[src/rtl/sci_acc_pkg.sv]
// rtl/sci_acc_pkg.sv - shared widths, mode encoding and response header layout for the accelerator responder
package sci_acc_pkg;
   localparam int NUM_MODE_BITS       = 2;
   localparam int NUM_RES_BITS        = 4;
   localparam int IEEE_32BIT          = 32;
   localparam int RES_FIFO_DATA_WIDTH = 8;
   localparam int NUM_RESP_BYTES      = 5;
   localparam int RESP_WIDTH          = NUM_RESP_BYTES * RES_FIFO_DATA_WIDTH;

   localparam int HDR_ERR_BIT  = 7;
   localparam int HDR_MODE_LSB = 4;
   localparam int HDR_RES_LSB  = 0;

   localparam logic [IEEE_32BIT-1:0] QNAN = 32'h7FC0_0000;

   typedef enum logic [NUM_MODE_BITS-1:0] {
      MODE_EXP = 2'd0,
      MODE_SIN = 2'd1,
      MODE_COS = 2'd2
   } sci_mode_e;

   function automatic logic mode_is_legal(input logic [NUM_MODE_BITS-1:0] m);
      return m <= NUM_MODE_BITS'(MODE_COS);
   endfunction

   function automatic logic [RES_FIFO_DATA_WIDTH-1:0] make_header(
      input logic                     err,
      input logic [NUM_MODE_BITS-1:0] mode,
      input logic [NUM_RES_BITS-1:0]  res
   );
      logic [RES_FIFO_DATA_WIDTH-1:0] h;
      h                        = '0;
      h[HDR_ERR_BIT]           = err;
      h[HDR_MODE_LSB +: 3]     = {1'b0, mode};
      h[HDR_RES_LSB +: NUM_RES_BITS] = res;
      return h;
   endfunction
endpackage

[src/rtl/sci_acc_req_resp_gen_resp_byte_serializer.sv]
// rtl/sci_acc_req_resp_gen_resp_byte_serializer.sv - shifts a loaded 5-byte response into the result FIFO, MSB byte first
module resp_byte_serializer
   import sci_acc_pkg::*;
(
   input  logic                           clk,
   input  logic                           reset,
   input  logic                           load,
   input  logic [RESP_WIDTH-1:0]          load_word,
   input  logic                           fifo_full,
   output logic                           push,
   output logic [RES_FIFO_DATA_WIDTH-1:0] data,
   output logic                           done
);
   logic [RESP_WIDTH-1:0] shreg;
   logic [2:0]            idx;
   logic                  busy;

   assign push = busy & ~fifo_full;
   assign data = shreg[RESP_WIDTH-1 -: RES_FIFO_DATA_WIDTH];
   assign done = push && (idx == 3'(NUM_RESP_BYTES - 1));

   // The shift only happens on an accepted push, so a full FIFO holds the current byte.
   always_ff @(posedge clk) begin
      if (reset) begin
         shreg <= '0;
         idx   <= '0;
         busy  <= 1'b0;
      end else if (load) begin
         shreg <= load_word;
         idx   <= '0;
         busy  <= 1'b1;
      end else if (push) begin
         shreg <= shreg << RES_FIFO_DATA_WIDTH;
         if (done) begin
            idx  <= '0;
            busy <= 1'b0;
         end else begin
            idx <= idx + 3'd1;
         end
      end
   end
endmodule

[config.mk]
export PLATFORM = sky130hd
export DESIGN_NAME = resp_byte_serializer
export DESIGN_NICKNAME = d
export VERILOG_FILES = /design/src/rtl/sci_acc_pkg.sv /design/src/rtl/sci_acc_req_resp_gen_resp_byte_serializer.sv
export SDC_FILE = /design/constraint.sdc
export NUM_CORES = 1
export LEC_CHECK = 0
export BUFFER_PORTS_ARGS = -buffer_cell sky130_fd_sc_hd__buf_4
export CORE_MARGIN = 5
export CORE_UTILIZATION = 45
export CTS_BUF_LIST = sky130_fd_sc_hd__clkbuf_2 sky130_fd_sc_hd__clkbuf_4 sky130_fd_sc_hd__clkbuf_8
export CTS_CLUSTER_SIZE = 25
export DETAILED_ROUTE_END_ITERATION = 16
export PLACE_DENSITY_LB_ADDON = 0.15
export SETUP_SLACK_MARGIN = 0.2
export SYNTH_ARGS = -nofsm -noshare
export SYNTH_HDL_FRONTEND = slang
export SYNTH_SLANG_ARGS = --single-unit
[constraint.sdc]
create_clock -name clk -period 1.5 [get_ports clk]
set_input_delay 0.225 -clock clk [delete_from_list [all_inputs] [get_ports clk]]
set_output_delay 0.225 -clock clk [all_outputs]
set_load 0.01 [all_outputs]
==> metrics.txt <==
Hold WC Path Type in2reg; ys async rst share 0; initial antenna violation count 0; routability congestion estimate 0.7029; pwr dens 874.4 mW/mm^2; status complete, no violations; Reg power frac 0.501; DRT iter0 DRCs 70; leakage power 1.207 nW; DIE HEIGHT 83.33 um; CP endpoint kind primary output; final setup violation count 0; Syn Inst Count 249; logic gate share of total power 0.204; Max Fclk 768.0 MHz; Final Worst Setup Slack 0.1979 ns; clk sinks 44; worst relative slew slack 0.8152; Clock Power Share 0.296; CTS max path bufs 2; maximum VDD drop 0.0005967 V; post-synthesis mux area share 0.004137; share of cells above drive strength 1 0.4915; share of the synthesized area in the top cell type 0.3640; area of the multi-input gates 0.001177 sq mm; Setup TNS Final 0 ns; period utilization 0.8681; htree depth 2; most common cell in the netlist dfxtp_1; first-pass GRT wire length 8349 um; largest net degree at the start of global routing 53; num rows 26; Layout Skew 0.004895 ns; Required @ worst endpoint 1.27 ns; Mean Syn Cell Area 9.718 sq um; Hold Fails Final Rpt 0; die area 0.006944 sq mm; die width 83.33 um; largest family of logic cells by synthesized area simple AND/OR/NAND/NOR gates; Synth Area in Adders 0.01034; wire per inst 13.49 um; mapped cell area 0.002420 sq mm; Int Pwr 1.895 mW; PortBufs 53; DRC Markers 0; Worst path slowest cell dfxtp_2; Post-synth EDFFs 0; Crit Path Max Fanout 2; # nets final 338; Final HPWL DP 3174 um; number of global-route vias before repair 1811; total CTS buffers 5; P&R area growth vs syn 23.58%; flop2flop setup slack 0.29 ns; critical path, cell by cell inv_2, ha_4, nand2_4, nor2_4, buf_6; WS Path Type reg2out; dpl ws 0.2507 ns; TritonCTS clock tree done; Routed Antenna Nets 0; Least-Margin Pin Slew 0.2751 ns; Core Box Area 0.005172 sq mm; xor/xnor cell area share of the yosys netlist 0; routed wire length 4896 um; max-slew violation count 0; Root Buffer clkbuf_8; n_diodes 0; Yosys top cell by area dfxtp_1; warnings from Yosys 0; Synth area leaders dfxtp_1 36%, a2111oi_2 20%, nor3_2 10%, nor3_1 8.5%, inv_1 5.3%; Pre-Repair DR Iteration Count 4; sequential fraction of the synthesis area 0.3640; Buf/Inv on CP 2; Sw Ratio 0.2754; vias per cell 5.091; Startpoint Class register; Synth Net Count 295; delay-heaviest family, CP flip-flops; Synth cell types 25; ys flop type dfxtp_1; RSZ-0062 raised after global routing yes; Max Cap Viol 0; clk slew on worst S/H paths 0.08 ns; Worst Path Arrival 1.08 ns; routed via count 1848; GRT Total Usage 0.1408; top post-synthesis cells by count 44 x dfxtp_1, 41 x nor3_1, 34 x inv_1; I/O pin count 54; CTS hold repair buffers 0; clock insertion delay at the later pin of the skew report 0.29 ns; Starting Density 0.4678; Synth Area in Compound Gates 0.2280; Tmin final 1.302 ns; max incr delay on CP 0.33 ns; flops & latches, synth 44; gr ovfl total 0; Post-Synth Simple-Gate Area 0.2327; register area 884.6 sq um; Layout fillers 479; P_sw 0.7201 mW
[registers in the layout, indices dropped and copies added (netlist names)]
signal  cells
shreg      40
idx         3
busy        1
[cell usage in the layout (no fill, tap or decap), types with 2 or more instances in the layout]
cell type and n:
a2111oi_2 32, buf_12 5, nor3_1 41, buf_4 61
dfxtp_2 3, dfxtp_1 41, inv_2 2, buf_6 2
nor3_2 25, nand2_1 8, clkinv_2 2, a21oi_1 9
inv_1 32, clkbuf_8 6, nand3_1 9
[worst paths after layout]
kind,cells after the start,startpoint,end
max,5,idx[0],done
min,3,load_word[3],shreg[3]
max reg2reg,6,idx[0],idx[2]
min reg2reg,2,shreg[4],shreg[4]
[cell type report]
class	instances	area share
multi-input cells	136	0.3937
flip-flops and latches	44	0.2958
repair buffers	68	0.1941
inverters	36	0.05063
well taps	70	0.02929
clock buffers	6	0.02762
repair inverters	1	0.005439
clock inverters	2	0.003347
[per-layer routing]
layer | GRT usage | up-vias | routed length [um]
met1 | 0.1906 | 831 | 2351
met5 | 0 | - | 0
met4 | 0.03566 | 0 | 25
met3 | 0.03960 | 2 | 261
met2 | 0.2201 | 38 | 2258
li1 | - | 977 | -
[tightest hold or removal path: stages]
cell	delay (ns)
buf_4	0.10
nand2_1	0.05
a21oi_1	0.05
[metrics by stage]
stage          power (mW)  utilization  cell area, sq um  hold WS, ns  cells
2_1_floorplan       1.711            -              2420       0.3689    249
3_3_place_gp        1.839       0.5339              2761       0.4720    347
3_5_place_dp        1.845       0.5339              2761       0.4795    347
4_1_cts             2.639       0.5716              2957       0.1753    362
5_1_grt             2.743       0.5781              2990       0.1773    363
6_report            2.615       0.5781              2990       0.1830    363
[kinds of logic after synthesis]
group / count (synthesis)
buffers and inverters: 69
AOI/OAI and AO/OA: 45
muxes: 1
DFF: 44
and+or+nand+nor: 88
adders and majority gates: 2
[power groups by stage]
stage                     sequential (mW)  clock (mW)  combinational, mW
final                                1.31       0.773              0.533
after global routing                 1.32       0.839              0.584
after CTS                            1.31       0.795              0.535
after detailed placement             1.34           0              0.508
after global placement               1.33           0              0.506
after floorplan                      1.32           0              0.388
[timing repair]
| action | 4_1_cts | 5_1_grt |
|---|---|---|
| endpoints found under the setup margin | 2 | 25 |
| resized for setup | 9 | 7 |
| pin swaps | 3 | 2 |
| setup buffers | 6 | 1 |
| gates cloned | 1 | 0 |
Note: power is estimated with default switching activity, not from simulation.
